## src/rtl/traffic_pkg.sv

```systemverilog
// Shared types for the traffic conflict monitor.
// States, fault codes and the per-direction lamp bundle.
package traffic_pkg;

  typedef enum logic [1:0] {
    STARTUP,
    MONITOR,
    FAULT_FLASH
  } state_t;

  localparam logic [1:0] FC_NONE      = 2'b00;
  localparam logic [1:0] FC_CONFLICT  = 2'b01;
  localparam logic [1:0] FC_INVALID   = 2'b10;
  localparam logic [1:0] FC_SHORT_YEL = 2'b11;

  typedef struct packed {
    logic green;
    logic left_green;
    logic yellow;
    logic red;
  } lamps_t;

endpackage

```

## src/rtl/traffic_conflict_monitor_if.sv

```systemverilog
// Lamp command/drive bundle between controller, monitor and field.
// The master side drives the commands; the slave side is the monitor.
interface traffic_conflict_monitor_if;

  logic       in_ns_green;
  logic       in_ns_left_green;
  logic       in_ns_yellow;
  logic       in_ns_red;
  logic       in_ew_green;
  logic       in_ew_left_green;
  logic       in_ew_yellow;
  logic       in_ew_red;
  logic       clear_fault;
  logic       ns_green;
  logic       ns_left_green;
  logic       ns_yellow;
  logic       ns_red;
  logic       ew_green;
  logic       ew_left_green;
  logic       ew_yellow;
  logic       ew_red;
  logic       fault;
  logic [1:0] fault_code;

  modport master (
    output in_ns_green, in_ns_left_green,
    output in_ns_yellow, in_ns_red,
    output in_ew_green, in_ew_left_green,
    output in_ew_yellow, in_ew_red,
    output clear_fault,
    input  ns_green, ns_left_green,
    input  ns_yellow, ns_red,
    input  ew_green, ew_left_green,
    input  ew_yellow, ew_red,
    input  fault, fault_code
  );

  modport slave (
    input  in_ns_green, in_ns_left_green,
    input  in_ns_yellow, in_ns_red,
    input  in_ew_green, in_ew_left_green,
    input  in_ew_yellow, in_ew_red,
    input  clear_fault,
    output ns_green, ns_left_green,
    output ns_yellow, ns_red,
    output ew_green, ew_left_green,
    output ew_yellow, ew_red,
    output fault, fault_code
  );

endinterface

```

## src/rtl/traffic_dir_checker.sv

```systemverilog
// Aspect validity and yellow-interval check for one direction.
// The yellow timer only runs while monitoring is enabled.
module traffic_dir_checker #(
    parameter int MIN_YELLOW = 30
) (
    input  logic clk,
    input  logic rst,
    input  logic en,
    input  logic green,
    input  logic left_green,
    input  logic yellow,
    input  logic red,
    output logic go,
    output logic valid,
    output logic short_yellow
);

    localparam int YW = $clog2(MIN_YELLOW + 1);
    localparam logic [YW-1:0] Y_MAX = YW'(MIN_YELLOW);

    logic [YW-1:0] ytmr;

    assign go = green | left_green;

    // xor is set for one or three active aspects; drop the three case
    assign valid = (go ^ yellow ^ red) & ~(go & yellow & red);

    // a nonzero timer with yellow now low means yellow just fell
    assign short_yellow = en & ~yellow
                        & (ytmr != '0) & (ytmr < Y_MAX);

    always_ff @(posedge clk or posedge rst) begin
        if (rst)
            ytmr <= '0;
        else if (!en || !yellow)
            ytmr <= '0;
        else if (ytmr != Y_MAX)
            ytmr <= ytmr + YW'(1);
    end

endmodule

```

## src/rtl/traffic_conflict_monitor.sv

```systemverilog
// Lamp command monitor: passes commands through, latches faults
// and overrides the field with all-red flash until cleared.
module traffic_conflict_monitor
    import traffic_pkg::*;
#(
    parameter int CONFLICT_CYCLES = 3,
    parameter int MIN_YELLOW      = 30,
    parameter int FLASH_HALF      = 50,
    parameter int STARTUP_CYCLES  = 20
) (
    input logic clk,
    input logic rst,
    traffic_conflict_monitor_if.slave bus
);

    localparam int PW = $clog2(CONFLICT_CYCLES + 1);
    localparam int FW = $clog2(FLASH_HALF + 1);
    localparam int SW = $clog2(STARTUP_CYCLES + 1);
    localparam logic [PW-1:0] P_MAX = PW'(CONFLICT_CYCLES);
    localparam logic [PW-1:0] P_HIT = PW'(CONFLICT_CYCLES - 1);
    localparam logic [FW-1:0] F_END = FW'(FLASH_HALF - 1);
    localparam logic [SW-1:0] S_END = SW'(STARTUP_CYCLES - 1);
    localparam lamps_t ALL_RED = lamps_t'(4'b0001);

    state_t        state, state_n;
    logic [SW-1:0] scnt, scnt_n;
    logic [PW-1:0] persist, persist_n;
    logic [FW-1:0] fcnt, fcnt_n;
    logic          flash, flash_n;
    logic [1:0]    code, code_n, det_code;
    lamps_t        ns_q, ns_n, ew_q, ew_n;
    lamps_t        ns_in, ew_in;
    logic          mon, ns_go, ew_go, ns_valid, ew_valid;
    logic          ns_sy, ew_sy;
    logic          conflict, bad, hit, short_yel;
    logic          c_conf, c_sy, c_inv, clear_ok;

    assign ns_in = lamps_t'({bus.in_ns_green, bus.in_ns_left_green,
                             bus.in_ns_yellow, bus.in_ns_red});
    assign ew_in = lamps_t'({bus.in_ew_green, bus.in_ew_left_green,
                             bus.in_ew_yellow, bus.in_ew_red});
    assign mon   = (state == MONITOR);

    traffic_dir_checker #(.MIN_YELLOW(MIN_YELLOW)) u_ns (
        .clk(clk), .rst(rst), .en(mon),
        .green(ns_in.green), .left_green(ns_in.left_green),
        .yellow(ns_in.yellow), .red(ns_in.red),
        .go(ns_go), .valid(ns_valid), .short_yellow(ns_sy)
    );

    traffic_dir_checker #(.MIN_YELLOW(MIN_YELLOW)) u_ew (
        .clk(clk), .rst(rst), .en(mon),
        .green(ew_in.green), .left_green(ew_in.left_green),
        .yellow(ew_in.yellow), .red(ew_in.red),
        .go(ew_go), .valid(ew_valid), .short_yellow(ew_sy)
    );

    assign conflict  = ns_go & ew_go;
    assign bad       = conflict | ~ns_valid | ~ew_valid;
    assign hit       = mon & bad & (persist == P_HIT);
    assign short_yel = ns_sy | ew_sy;

    // exclusive terms encode conflict > short yellow > invalid
    assign c_conf = hit & conflict;
    assign c_sy   = short_yel & ~c_conf;
    assign c_inv  = hit & ~conflict & ~short_yel;

    assign clear_ok = bus.clear_fault & ns_valid & ew_valid
                    & ~conflict & ns_in.red & ew_in.red;

    always_comb begin
        det_code = FC_NONE;
        unique case (1'b1)
            c_conf:  det_code = FC_CONFLICT;
            c_sy:    det_code = FC_SHORT_YEL;
            c_inv:   det_code = FC_INVALID;
            default: det_code = FC_NONE;
        endcase
    end

    always_comb begin
        state_n   = state;
        scnt_n    = '0;
        persist_n = '0;
        fcnt_n    = '0;
        flash_n   = 1'b1;
        code_n    = code;
        ns_n      = ALL_RED;
        ew_n      = ALL_RED;
        unique case (state)
            STARTUP: begin
                if (scnt == S_END) state_n = MONITOR;
                else scnt_n = scnt + SW'(1);
            end
            MONITOR: begin
                ns_n = ns_in;
                ew_n = ew_in;
                if (bad)
                    persist_n = (persist == P_MAX) ? persist
                                                   : persist + PW'(1);
                if (det_code != FC_NONE) begin
                    state_n = FAULT_FLASH;
                    code_n  = det_code;
                    ns_n    = ALL_RED;
                    ew_n    = ALL_RED;
                end
            end
            FAULT_FLASH: begin
                if (clear_ok) begin
                    state_n = STARTUP;
                    code_n  = FC_NONE;
                end else begin
                    if (fcnt == F_END) begin
                        flash_n = ~flash;
                    end else begin
                        fcnt_n  = fcnt + FW'(1);
                        flash_n = flash;
                    end
                    ns_n = lamps_t'({3'b000, flash_n});
                    ew_n = lamps_t'({3'b000, flash_n});
                end
            end
            default: state_n = STARTUP;
        endcase
    end

    always_ff @(posedge clk or posedge rst) begin
        if (rst) begin
            state   <= STARTUP;
            scnt    <= '0;
            persist <= '0;
            fcnt    <= '0;
            flash   <= 1'b1;
            code    <= FC_NONE;
            ns_q    <= ALL_RED;
            ew_q    <= ALL_RED;
        end else begin
            state   <= state_n;
            scnt    <= scnt_n;
            persist <= persist_n;
            fcnt    <= fcnt_n;
            flash   <= flash_n;
            code    <= code_n;
            ns_q    <= ns_n;
            ew_q    <= ew_n;
        end
    end

    assign bus.ns_green      = ns_q.green;
    assign bus.ns_left_green = ns_q.left_green;
    assign bus.ns_yellow     = ns_q.yellow;
    assign bus.ns_red        = ns_q.red;
    assign bus.ew_green      = ew_q.green;
    assign bus.ew_left_green = ew_q.left_green;
    assign bus.ew_yellow     = ew_q.yellow;
    assign bus.ew_red        = ew_q.red;
    assign bus.fault         = (state == FAULT_FLASH);
    assign bus.fault_code    = code;

endmodule

```

## src/flat_wrapper.sv

```systemverilog
// flat-port wrapper written by rule: the top's interface ports become plain ports
module traffic_conflict_monitor_flat import traffic_pkg::*;
#(
    parameter int CONFLICT_CYCLES = 3,
    parameter int MIN_YELLOW      = 30,
    parameter int FLASH_HALF      = 50,
    parameter int STARTUP_CYCLES  = 20
)
  (clk, rst, bus_in_ns_green, bus_in_ns_left_green, bus_in_ns_yellow, bus_in_ns_red, bus_in_ew_green, bus_in_ew_left_green, bus_in_ew_yellow, bus_in_ew_red, bus_clear_fault, bus_ns_green, bus_ns_left_green, bus_ns_yellow, bus_ns_red, bus_ew_green, bus_ew_left_green, bus_ew_yellow, bus_ew_red, bus_fault, bus_fault_code);
  traffic_conflict_monitor_if bus_i ();
  input logic clk;
  input logic rst;
  input wire logic [$bits(bus_i.in_ns_green)-1:0] bus_in_ns_green;
  input wire logic [$bits(bus_i.in_ns_left_green)-1:0] bus_in_ns_left_green;
  input wire logic [$bits(bus_i.in_ns_yellow)-1:0] bus_in_ns_yellow;
  input wire logic [$bits(bus_i.in_ns_red)-1:0] bus_in_ns_red;
  input wire logic [$bits(bus_i.in_ew_green)-1:0] bus_in_ew_green;
  input wire logic [$bits(bus_i.in_ew_left_green)-1:0] bus_in_ew_left_green;
  input wire logic [$bits(bus_i.in_ew_yellow)-1:0] bus_in_ew_yellow;
  input wire logic [$bits(bus_i.in_ew_red)-1:0] bus_in_ew_red;
  input wire logic [$bits(bus_i.clear_fault)-1:0] bus_clear_fault;
  output wire logic [$bits(bus_i.ns_green)-1:0] bus_ns_green;
  output wire logic [$bits(bus_i.ns_left_green)-1:0] bus_ns_left_green;
  output wire logic [$bits(bus_i.ns_yellow)-1:0] bus_ns_yellow;
  output wire logic [$bits(bus_i.ns_red)-1:0] bus_ns_red;
  output wire logic [$bits(bus_i.ew_green)-1:0] bus_ew_green;
  output wire logic [$bits(bus_i.ew_left_green)-1:0] bus_ew_left_green;
  output wire logic [$bits(bus_i.ew_yellow)-1:0] bus_ew_yellow;
  output wire logic [$bits(bus_i.ew_red)-1:0] bus_ew_red;
  output wire logic [$bits(bus_i.fault)-1:0] bus_fault;
  output wire logic [$bits(bus_i.fault_code)-1:0] bus_fault_code;
  assign bus_i.in_ns_green = bus_in_ns_green;
  assign bus_i.in_ns_left_green = bus_in_ns_left_green;
  assign bus_i.in_ns_yellow = bus_in_ns_yellow;
  assign bus_i.in_ns_red = bus_in_ns_red;
  assign bus_i.in_ew_green = bus_in_ew_green;
  assign bus_i.in_ew_left_green = bus_in_ew_left_green;
  assign bus_i.in_ew_yellow = bus_in_ew_yellow;
  assign bus_i.in_ew_red = bus_in_ew_red;
  assign bus_i.clear_fault = bus_clear_fault;
  assign bus_ns_green = bus_i.ns_green;
  assign bus_ns_left_green = bus_i.ns_left_green;
  assign bus_ns_yellow = bus_i.ns_yellow;
  assign bus_ns_red = bus_i.ns_red;
  assign bus_ew_green = bus_i.ew_green;
  assign bus_ew_left_green = bus_i.ew_left_green;
  assign bus_ew_yellow = bus_i.ew_yellow;
  assign bus_ew_red = bus_i.ew_red;
  assign bus_fault = bus_i.fault;
  assign bus_fault_code = bus_i.fault_code;
  traffic_conflict_monitor #(.CONFLICT_CYCLES(CONFLICT_CYCLES), .MIN_YELLOW(MIN_YELLOW), .FLASH_HALF(FLASH_HALF), .STARTUP_CYCLES(STARTUP_CYCLES)) u_core (.clk(clk), .rst(rst), .bus(bus_i));
endmodule
```

## config.mk

```make
export PLATFORM = sky130hd
export DESIGN_NAME = traffic_conflict_monitor_flat
export DESIGN_NICKNAME = d
export VERILOG_FILES = /design/src/rtl/traffic_pkg.sv /design/src/rtl/traffic_conflict_monitor_if.sv /design/src/rtl/traffic_dir_checker.sv /design/src/rtl/traffic_conflict_monitor.sv /design/src/flat_wrapper.sv
export SDC_FILE = /design/constraint.sdc
export NUM_CORES = 1
export LEC_CHECK = 0
export CORE_ASPECT_RATIO = 1.75
export CORE_UTILIZATION = 35
export CTS_CLUSTER_SIZE = 40
export DETAILED_ROUTE_END_ITERATION = 8
export GPL_TIMING_DRIVEN = 0
export PLACE_DENSITY = 0.53
export SLEW_MARGIN = 20
export SYNTH_ARGS = -nofsm -noshare
export SYNTH_HDL_FRONTEND = slang
export SYNTH_HIERARCHICAL = 1
export SYNTH_SLANG_ARGS = --single-unit
```

## constraint.sdc

```tcl
create_clock -name clk -period 3 [get_ports clk]
set_input_delay 0.45 -clock clk [delete_from_list [all_inputs] [get_ports clk]]
set_output_delay 0.45 -clock clk [all_outputs]
set_load 0.05 [all_outputs]
```

==> results of run 1 <==
## stage by stage
| step | hold slack (ns) | util, % | area [sq um] | cells | setup WS, ns |
|---|---|---|---|---|---|
| final | 0.421 | 44.7 | 2390 | 298 | 0.357 |
| after global routing | 0.446 | 44.7 | 2390 | 298 | 0.0997 |
| after CTS | 0.421 | 44.5 | 2380 | 298 | 0.155 |
| after detailed placement | 0.463 | 42.8 | 2290 | 290 | 0.0621 |
| after global placement | 0.456 | 42.8 | 2290 | 290 | 0.0351 |
| after floorplan | 0.229 | - | 1980 | 195 | 0.520 |
## placed cells by master (no fill, tap or decap), types with 3 or more instances in the layout
cell,count
and2_1,8
ha_1,17
clkbuf_8,6
nand3_1,9
clkdlybuf4s50_1,21
dfrtp_1,33
nand4_1,3
mux2_2,3
dfstp_2,3
inv_1,12
xor2_1,3
o21ai_0,7
a21oi_1,4
mux2i_1,3
clkbuf_1,3
nor2_1,23
a211oi_1,4
nand2_1,18
xnor2_1,8
a31oi_1,5
## kinds of logic after synthesis
family                     Yosys count  share of synthesized area, %
buffers and inverters               16                          3.15
DFF                                 36                          45.6
AOI/OAI and AO/OA                   30                          10.7
xor gates and xnor gates            11                          4.86
and+or+nand+nor                     78                          21.0
adders and majority gates           17                          10.7
muxes                                7                          3.97
## layer usage
layer | share of wire (%) | wire [um]
met1 | 40 | 1530
met2 | 54 | 2060
met3 | 3.2 | 122
met4 | 1.9 | 72
met5 | 0 | 0
## power by group through the flow
stage	logic (mW)	registers, mW	clock network, mW
after floorplan	0.237	0.674	0
after global placement	0.399	0.618	0
after detailed placement	0.405	0.620	0
after CTS	0.408	0.610	0.371
after global routing	0.454	0.619	0.384
final	0.404	0.609	0.358
## how the worst min path moves through the flow
| stage | end | slack, ns | cells past startpoint |
|---|---|---|---|
| CTS | u_core/u_ns/ytmr[2] | 0.42 | 2 |
| finish | u_core/u_ns/ytmr[2] | 0.42 | 2 |
| detailed placement | u_core/scnt[0] | 0.46 | 1 |
| global route | u_core/u_ns/ytmr[2] | 0.45 | 2 |
| global placement | u_core/scnt[0] | 0.46 | 1 |
| floorplan | u_core/u_ew/ytmr[0] | 0.23 | 1 |
## final cells by class
| class | instances | area [sq um] | share of cell area (%) |
|---|---|---|---|
| Buffer | 3 | 13.8 | 0.576 |
| Clock buffer | 8 | 90.1 | 3.77 |
| Inverter | 13 | 48.8 | 2.04 |
| Multi-Input combinational cell | 143 | 1030 | 43.1 |
| Sequential cell | 36 | 905 | 37.9 |
| Tap cell | 74 | 92.6 | 3.87 |
| Timing Repair Buffer | 21 | 210 | 8.80 |
## registers in the layout (all words and copies together), names as in the netlist, 2 cells and up
name and count:
u_core/fcnt 6, u_core/persist 2, u_core/state 2, u_core/u_ew/ytmr 5, u_core/u_ns/ytmr 5, u_core/scnt 5
u_core/bus.fault_code 2
==> metrics.md, run 1 <==
| Metric | Value |
|---|---|
| Post-synthesis sequential area ratio | `45.6%` |
| Max Slew Vio Count | `0` |
| I/O Buffers | `21` |
| Die Y | `102 um` |
| Hold Buf Count CTS | `0` |
| Net switching power | `0.454 mW` |
| Synth Flop Type | `dfrtp_1` |
| Met1 global-route usage | `16.3%` |
| Clock network fraction of total power | `26.1%` |
| R2r setup slk | `0.36 ns` |
| Largest net degree at the start of global routing | `27` |
| Met2 usage | `27.3%` |
| Detailed Route WL | `3780 um` |
| Gate power share | `29.5%` |
| CP endpoint kind | `register` |
| Fin Setup TNS | `0 ns` |
| Initial antenna violation count | `0` |
| Period utilization | `88.1%` |
| Area Overhead vs Synth | `20.4%` |
| GRT Max-Usage Layer | `met2` |
| Vias per Instance | `4.89` |
| Hold Path Class | `in -> async` |
| DR pass1 iterations | `6` |
| Row count | `35` |
| Crit path from | `u_core/state[1]` |
| Fmax | `378 MHz` |
| Synthesized net count | `223` |
| DRT iter0 DRCs | `30` |
| Max VDD drop | `0.000195 V` |
| Worst path bufs/invs | `1` |
| Largest cells by area after synthesis | `dfrtp_1 (42%), ha_1 (11%), nor2_1 (4.4%)` |
| CTS resizes | `0` |
| Worst skew pair latency | `0.28 ns` |
| Worst setup path end | `u_core/state[1]` |
| Clk sink count | `36` |
| CP max stage delay | `0.53 ns` |
| Setup CP Type | `reg -> reg` |
| H-tree Lvls | `2` |
| Synthesis warning total | `6` |
| GR met3 Demand/Resource | `3.19%` |
| Slew margin rel. | `34.9%` |
| Yosys top cell area share | `41.6%` |
| Switching Fraction | `33.2%` |
| Commonest cells in the netlist | `dfrtp_1 (33), nor2_1 (23), nand2_1 (18)` |
| Starting Density | `37.1%` |
| Root Driver | `clkbuf_8` |
| # fillers | `539` |
| Number of remaining DRC errors | `0` |
| CTS Buffer Depth | `2` |
| Top Ports | `22` |
| Cell Area, Synth | `1980 sq um` |
| Wire per inst | `12.7 um` |
| CTS tree | `done` |
| Asr flop ratio synth | `100%` |
| Worst EP arrival | `2.81 ns` |
| Leak | `1.02 nW` |
| Reg2reg start | `u_core/state[1]` |
| Unrepaired setup endpoints after global routing | `no` |
| Crit start category | `register` |
| Max-Cap Viols | `0` |
| Sequence of cells on the critical path | `inv_1 -> ha_1 -> nor4bb_2 -> nor3b_4 -> a2111oi_2 -> a311oi_2 -> a21oi_2 -> mux2_4` |
| Ant. Diodes | `0` |
| Cell Int Power | `0.916 mW` |
| Status | `complete, no violations` |
| Number of cells on the critical path | `8` |
| Worst reg2reg endpoint | `u_core/state[1]` |
| Layout cells sized above 1 | `12.5%` |
| Crit Path Max Fanout | `12` |
| CTS clk-pin slew, worst paths | `0.07 ns` |
| Final Hold Vio Count | `0` |
| Total GRT Usage | `15.0%` |
| Yosys cell types | `42` |
| Synthesized instance count | `195` |
| Synth Register Bits | `36` |
| Sequential power share | `44.4%` |
| R2R depth | `8` |
| Critical path's top delay family | `compound AO/OA/AOI/OAI gates` |
| Die width | `58.9 um` |
| Number of global-route vias before repair | `1528` |
| Die area | `5990 sq um` |
| Global-route wire length before repair | `6840 um` |
| Final setup vio count | `0` |
| Slowest CP cell | `nor4bb_2` |
| Routed vias | `1457` |
| Pwr per Cell Area | `574 nW/um^2` |
| CP Data Required Time | `3.17 ns` |
| Most common cell in the netlist | `dfrtp_1` |
| Cts bufs inserted | `5` |
| HPWL Detailed | `2830 um` |
| Biggest area consumer among synthesized cells | `dfrtp_1` |
| Number of synthesized flops with an enable pin | `0` |
| Fin crit period | `2.64 ns` |
| Setup bufs post-CTS | `0` |
| Gr ovfl total | `0` |
| Routability Congestion | `0.710` |
| Actual slew at the worst max-slew pin | `0.970 ns` |
| Core area | `5340 sq um` |
| DRT antenna net count | `0` |
| Max Clock Skew | `0.00425 ns` |
| Nets | `251` |
| Avg Inst Size Synth | `10.2 sq um` |
| Pwr Total | `1.37 mW` |
Note: power is estimated with default switching activity, not from simulation.
==> inputs of run 2 (changes only) <==
--- a/config.mk
+++ b/config.mk
@@ -9,7 +9,7 @@
 export CORE_UTILIZATION = 35
 export CTS_CLUSTER_SIZE = 40
 export DETAILED_ROUTE_END_ITERATION = 8
-export GPL_TIMING_DRIVEN = 0
+export HOLD_SLACK_MARGIN = 0.15
 export PLACE_DENSITY = 0.53
 export SLEW_MARGIN = 20
 export SYNTH_ARGS = -nofsm -noshare
==> metrics.md, run 2 (same netlist as run 1, synthesis figures left out) <==
| Metric | Value |
|---|---|
| Status | `complete, no violations` |
| Period utilization | `85.7% (-2.4 points)` |
| Slowest CP cell | `clkdlybuf4s50_1` |
| Critical path's top delay family | `compound AO/OA/AOI/OAI gates` |
| Pwr Total | `1.44 mW (+5.1%)` |
| Die Y | `102 um (unchanged)` |
| Top Ports | `22 (unchanged)` |
| CTS Buffer Depth | `2 (unchanged)` |
| Setup bufs post-CTS | `0 (unchanged)` |
| Worst EP arrival | `2.75 ns (-0.06 ns)` |
| Number of remaining DRC errors | `0 (unchanged)` |
| Fmax | `389 MHz (+2.8%)` |
| Commonest non-fill, non-tap cell in the layout | `dfrtp_1` |
| Largest net degree at the start of global routing | `27 (unchanged)` |
| Hold Path Class | `in -> async` |
| Nets | `254 (+1.2%)` |
| Hold Buf Count CTS | `0 (unchanged)` |
| Layout cells sized above 1 | `13.7% (+1.2 points)` |
| DR pass1 iterations | `4 (-2)` |
| Clk sink count | `36 (unchanged)` |
| CP endpoint kind | `register` |
| Die area | `5990 sq um (unchanged)` |
| Max Slew Vio Count | `0 (unchanged)` |
| HPWL Detailed | `2950 um (+4.4%)` |
| Vias per Instance | `4.86 (-0.59%)` |
| DRT iter0 DRCs | `29 (-3.3%)` |
| Ant. Diodes | `0 (unchanged)` |
| Placed insts | `293 (+1.0%)` |
| Max VDD drop | `0.000311 V (+60%)` |
| CP Data Required Time | `3.18 ns (about the same)` |
| Final std cells w/o fill | `301 (+1.0%)` |
| Worst path bufs/invs | `1 (unchanged)` |
| CTS clk-pin slew, worst paths | `0.08 ns (about the same)` |
| R2R depth | `10 (+2)` |
| Row count | `35 (unchanged)` |
| Final Hold Vio Count | `0 (unchanged)` |
| Core area | `5340 sq um (unchanged)` |
| Wire per inst | `12.8 um (+0.76%)` |
| Design Area, Final | `2430 sq um (+1.5%)` |
| DRT antenna net count | `0 (unchanged)` |
| Met2 WL | `2100 um (+2.0%)` |
| CTS tree | `done` |
| Top Layer Used | `met4` |
| I/O Buffers | `21 (unchanged)` |
| Initial antenna violation count | `0 (unchanged)` |
| Starting Density | `37.1% (unchanged)` |
| Layout Utilization | `45.4% (+0.68 points)` |
| Gr ovfl total | `0 (unchanged)` |
| Fin Setup TNS | `0 ns (unchanged)` |
| Max-Cap Viols | `0 (unchanged)` |
| Area Overhead vs Synth | `22.3%` |
| PnR worst setup slack | `0.428 ns (+0.0709 ns)` |
| Crit start category | `primary input` |
| Worst skew pair latency | `0.29 ns (about the same)` |
| Leak | `1.05 nW (+3.1%)` |
| Routed vias | `1463 (+0.41%)` |
| Hold Slack | `0.414 ns (-0.00659 ns)` |
| Met3 WL | `76 um (-38%)` |
| Pwr per Cell Area | `594 nW/um^2 (+3.5%)` |
| Slew margin rel. | `66.6% (+32 points)` |
| Fin crit period | `2.57 ns (-0.0709 ns)` |
| Area after DPL | `2320 sq um (+1.4%)` |
| M1 WL | `1630 um (+6.6%)` |
| Detailed Route WL | `3850 um (+1.8%)` |
| Final setup vio count | `0 (unchanged)` |
| H-tree Lvls | `2 (unchanged)` |
| Number of cells on the critical path | `10 (+2)` |
| Routability Congestion | `0.752 (+5.9%)` |
| Die width | `58.9 um (unchanged)` |
| Total GRT Usage | `15.1% (+0.19 points)` |
| Cts bufs inserted | `5 (unchanged)` |
| Number of flip-flops in the largest register | `6 (unchanged)` |
| Commonest non-fill, non-tap cells in the layout | `dfrtp_1 (33), nor2_1 (23), clkdlybuf4s50_1 (21)` |
| Crit Path Max Fanout | `5 (-7)` |
| Global-route wire length before repair | `6890 um (+0.82%)` |
| CTS resizes | `0 (unchanged)` |
| CP max stage delay | `0.41 ns (-0.12 ns)` |
| Root Driver | `clkbuf_8` |
| Dpl ws | `0.115 ns (+0.0530 ns)` |
| Setup CP Type | `in -> reg` |
| Most flops, register | `u_core/fcnt` |
| Number of global-route vias before repair | `1548 (+1.3%)` |
| Sequence of cells on the critical path | `clkdlybuf4s50_1 -> or2_2 -> ha_1 -> nor2_1 -> mux2_2 -> nand2_1 -> a2111oi_2 -> a311oi_2 -> a21oi_2 -> mux2_4` |
| Unrepaired setup endpoints after global routing | `no` |
| Max Clock Skew | `0.00567 ns (+0.00142 ns)` |
| Actual slew at the worst max-slew pin | `0.499 ns (-0.471 ns)` |
-- run 2: cell count changes in the layout (fill, tap and decap cells not counted), moves of 2 or more --
| cell | previous run | this run |
|---|---|---|
| buf_4 | 0 | 6 |
| buf_2 | 2 | 0 |
| clkbuf_1 | 3 | 1 |
| nor4bb_1 | 0 | 2 |
| nor4bb_2 | 2 | 0 |
-- run 2: layout make-up --
| type | instances | area, sq um |
|---|---|---|
| multi-input combinational | 143 | 1020 |
| clock buffer | 6 | 72.6 |
| tap | 74 | 92.6 |
| fill | 565 | 2920 |
| sequential | 36 | 905 |
| clock inverter | 2 | 35.0 |
| timing repair buffer | 27 | 255 |
| inverter | 13 | 48.8 |
-- run 2: layer usage --
layer,up-vias,GRT usage (%)
met4,0,5.68
met5,-,0
met3,4,3.07
met2,16,27.8
met1,707,16.6
li1,736,-
-- run 2: worst paths after layout --
| check | from | to | slack, ns |
|---|---|---|---|
| max | bus_in_ns_left_green | u_core/state[1] | 0.43 |
| min | rst | u_core/u_ew/ytmr[4] | 0.41 |
| max reg2reg | u_core/u_ew/ytmr[0] | u_core/state[1] | 0.53 |
| min reg2reg | u_core/scnt[0] | u_core/scnt[0] | 0.46 |
| max in group asynchronous | rst | u_core/flash | 2.12 |
| min in group clk | u_core/scnt[0] | u_core/scnt[0] | 0.46 |
-- run 2: worst reg2reg max path, cell delays in order (launching register included) --
cell and delay [ns]:
dfrtp_1 0.44, inv_1 0.09, ha_1 0.20, nor4b_1 0.14, nor4bb_1 0.28, buf_4 0.19
nor3b_4 0.05, a2111oi_2 0.39, a311oi_2 0.12, a21oi_2 0.16, mux2_4 0.31
-- run 2: power breakdown --
group / switching (mW) / internal (mW) / total [mW]
Clock: 0.174 / 0.247 / 0.421
Combinational: 0.231 / 0.179 / 0.410
Sequential: 0.0546 / 0.555 / 0.609
==> inputs of run 3 (changes only) <==
--- a/config.mk
+++ b/config.mk
@@ -9,8 +9,9 @@
 export CORE_UTILIZATION = 35
 export CTS_CLUSTER_SIZE = 40
 export DETAILED_ROUTE_END_ITERATION = 8
+export DONT_BUFFER_PORTS = 1
 export HOLD_SLACK_MARGIN = 0.15
-export PLACE_DENSITY = 0.53
+export PLACE_DENSITY = 0.5
 export SLEW_MARGIN = 20
 export SYNTH_ARGS = -nofsm -noshare
 export SYNTH_HDL_FRONTEND = slang
==> constraint.sdc (replaced) <==
create_clock -name clk -period 2.2 [get_ports clk]
set_input_delay 0.33 -clock clk [delete_from_list [all_inputs] [get_ports clk]]
set_output_delay 0.33 -clock clk [all_outputs]
set_load 0.05 [all_outputs]
==> metrics.md, run 3 (same netlist as run 1, synthesis figures left out) <==
| Metric | Value |
|---|---|
| R2r setup slk | `0.09 ns (-0.44 ns)` |
| Placed insts | `285 (-2.7%)` |
| Status | `complete, no violations` |
| Max Slew Vio Count | `0 (unchanged)` |
| Top Ports | `22 (unchanged)` |
| Pwr per Cell Area | `816 nW/um^2 (+37%)` |
| Worst path bufs/invs | `2 (+1)` |
| Gr ovfl total | `0 (unchanged)` |
| Final Hold Vio Count | `0 (unchanged)` |
| DRT iter0 DRCs | `56 (+93%)` |
| Clk sink count | `36 (unchanged)` |
| DR pass1 iterations | `4 (unchanged)` |
| Initial antenna violation count | `0 (unchanged)` |
| Layout cells sized above 1 | `25.1% (+11 points)` |
| Max-Cap Viols | `0 (unchanged)` |
| H-tree Lvls | `2 (unchanged)` |
| CP Data Required Time | `2.36 ns (-0.82 ns)` |
| CTS tree | `done` |
| DRT antenna net count | `0 (unchanged)` |
| Sequential power share | `46.8% (+4.5 points)` |
| Reg2reg start | `u_core/state[1]` |
| Ant. Diodes | `0 (unchanged)` |
| Cell Int Power | `1.33 mW (+36%)` |
| Die area | `5990 sq um (unchanged)` |
| Most flops, register | `u_core/fcnt` |
| Cts bufs inserted | `5 (unchanged)` |
| Slowest CP cell | `dfrtp_1` |
| Hold Startpoint | `bus_in_ew_left_green` |
| Routability Congestion | `0.794 (+5.6%)` |
| # fillers | `537 (-5.0%)` |
| Pwr Total | `1.98 mW (+38%)` |
| Number of global-route vias before repair | `1592 (+2.8%)` |
| Root Driver | `clkbuf_8` |
| Largest net degree at the start of global routing | `17 (-37%)` |
| R2R depth | `9 (-1)` |
| Starting Density | `37.1% (unchanged)` |
| Critical path's top delay family | `compound AO/OA/AOI/OAI gates` |
| Core area | `5340 sq um (unchanged)` |
| Leak | `1.12 nW (+6.5%)` |
| HPWL Detailed | `3350 um (+13%)` |
| Min-Delay Path Depth | `1` |
| Wire per inst | `14.6 um (+14%)` |
| I/O Buffers | `0 (-100%)` |
| Die Y | `102 um (unchanged)` |
| Slew margin rel. | `65.9% (-0.70 points)` |
| Final std cells w/o fill | `297 (-1.3%)` |
| Vias per Instance | `5.07 (+4.3%)` |
| Hold path endpoint | `u_core/bus.ew_left_green` |
| CTS Buffer Depth | `2 (unchanged)` |
| Switching Fraction | `32.9% (+0.96 points)` |
| Total GRT Usage | `16.1% (+0.93 points)` |
| Detailed Route WL | `4330 um (+13%)` |
| CP max stage delay | `0.41 ns (about the same)` |
| Worst skew pair latency | `0.29 ns (about the same)` |
| Commonest non-fill, non-tap cell in the layout | `dfrtp_1` |
| Worst EP arrival | `2.28 ns (-0.47 ns)` |
| Crit start category | `register` |
| Gate power share | `24.2% (-4.3 points)` |
| Nets | `250 (-1.6%)` |
| Number of flip-flops in the largest register | `6 (unchanged)` |
| Hold Path Class | `in -> reg` |
| Fin crit period | `2.11 ns` |
| Routed vias | `1506 (+2.9%)` |
| Period utilization | `96.1%` |
| Worst reg2reg endpoint | `u_core/bus.fault_code[0]` |
| CTS clk-pin slew, worst paths | `0.07 ns (about the same)` |
| Clock network fraction of total power | `29.0% (-0.2 points)` |
| Commonest non-fill, non-tap cells in the layout | `dfrtp_1 (33), nor2_1 (23), buf_4 (22)` |
| Number of remaining DRC errors | `0 (unchanged)` |
| Area Overhead vs Synth | `22.4%` |
| Fmax | `473 MHz` |
| Top cell by count, worst path | `o21ai_0` |
| Actual slew at the worst max-slew pin | `0.511 ns (+0.0120 ns)` |
| Die width | `58.9 um (unchanged)` |
| Global-route wire length before repair | `7250 um (+5.2%)` |
| Setup CP Type | `reg -> reg` |
| Net switching power | `0.651 mW (+42%)` |
| CP endpoint kind | `register` |
| Crit Path Max Fanout | `4 (-1)` |
| Max VDD drop | `0.000375 V (+21%)` |
| Max Clock Skew | `0.00583 ns (+0.000162 ns)` |
| Sequence of cells on the critical path | `inv_1 -> ha_2 -> nor4bb_4 -> nor3b_4 -> a2111oi_4 -> a311oi_2 -> buf_4 -> o21ai_0 -> o21ai_0` |
| Final setup vio count | `0 (unchanged)` |
| Row count | `35 (unchanged)` |
-- run 3: timing repair --
action                                  CTS  global route
pin swaps                                 1             4
setup buffers                             1             4
endpoints found under the setup margin    3             3
hold endpoints to repair                 20             0
resized for setup                         1             9
hold buffers                              1             0
-- run 3: worst max path at each step --
stage / start / end / slack, ns / cells after the start
after CTS: u_core/state[1] / u_core/state[0] / 0.02 / 10
after detailed placement: bus_in_ew_left_green / u_core/bus.fault_code[0] / -0.1 / 10
after floorplan: bus_in_ew_left_green / u_core/state[1] / -0.01 / 9
after global placement: bus_in_ew_left_green / u_core/bus.fault_code[1] / -0.03 / 8
after global routing: u_core/u_ew/ytmr[0] / u_core/state[1] / -0.001 / 9
final: u_core/state[1] / u_core/bus.fault_code[0] / 0.09 / 9
-- run 3: power by group through the flow --
stage	combinational (mW)	clock, mW	sequential (mW)
after floorplan	0.330	0	0.919
after global placement	0.425	0	0.929
after detailed placement	0.450	0	0.940
after CTS	0.456	0.591	0.927
after global routing	0.534	0.612	0.939
final	0.480	0.575	0.926
-- run 3: worst reg2reg max path: stages (launching register included) --
cell       delay (ns)
dfrtp_1          0.41
inv_1            0.12
ha_2             0.24
nor4bb_4         0.34
nor3b_4          0.11
a2111oi_4        0.23
a311oi_2         0.10
buf_4            0.17
o21ai_0          0.16
o21ai_0          0.12
-- run 3: layout make-up --
cell class,count,area (sq um),share of cell area [%]
clock buffer,6,72.6,2.99
clock inverter,2,35.0,1.44
inverter,13,48.8,2.01
multi-input combinational,143,1100,45.3
sequential,36,905,37.2
tap,74,92.6,3.81
timing repair buffer,23,175,7.21
-- run 3: per-stage QoR --
| step | area, sq um | hold WS, ns | setup TNS, ns | util [%] | setup slack (ns) |
|---|---|---|---|---|---|
| CTS | 2370 | 0.159 | 0 | 44.4 | 0.0202 |
| floorplan | 2020 | 0.109 | -0.00984 | - | -0.00984 |
| detailed placement | 2240 | 0.131 | -0.326 | 41.9 | -0.0988 |
| finish | 2430 | 0.169 | 0 | 45.5 | 0.0857 |
| global route | 2430 | 0.164 | -0.00126 | 45.5 | -0.00126 |
| global placement | 2240 | 0.131 | -0.102 | 41.9 | -0.0342 |
-- run 3: routing by layer --
layer	vias to the layer above	track usage (%)	part of all wire, %
met2	23	29.6	55
met5	-	0	0
met3	10	4.21	4.3
met1	743	16.2	38
li1	730	-	-
met4	0	7.69	2.8
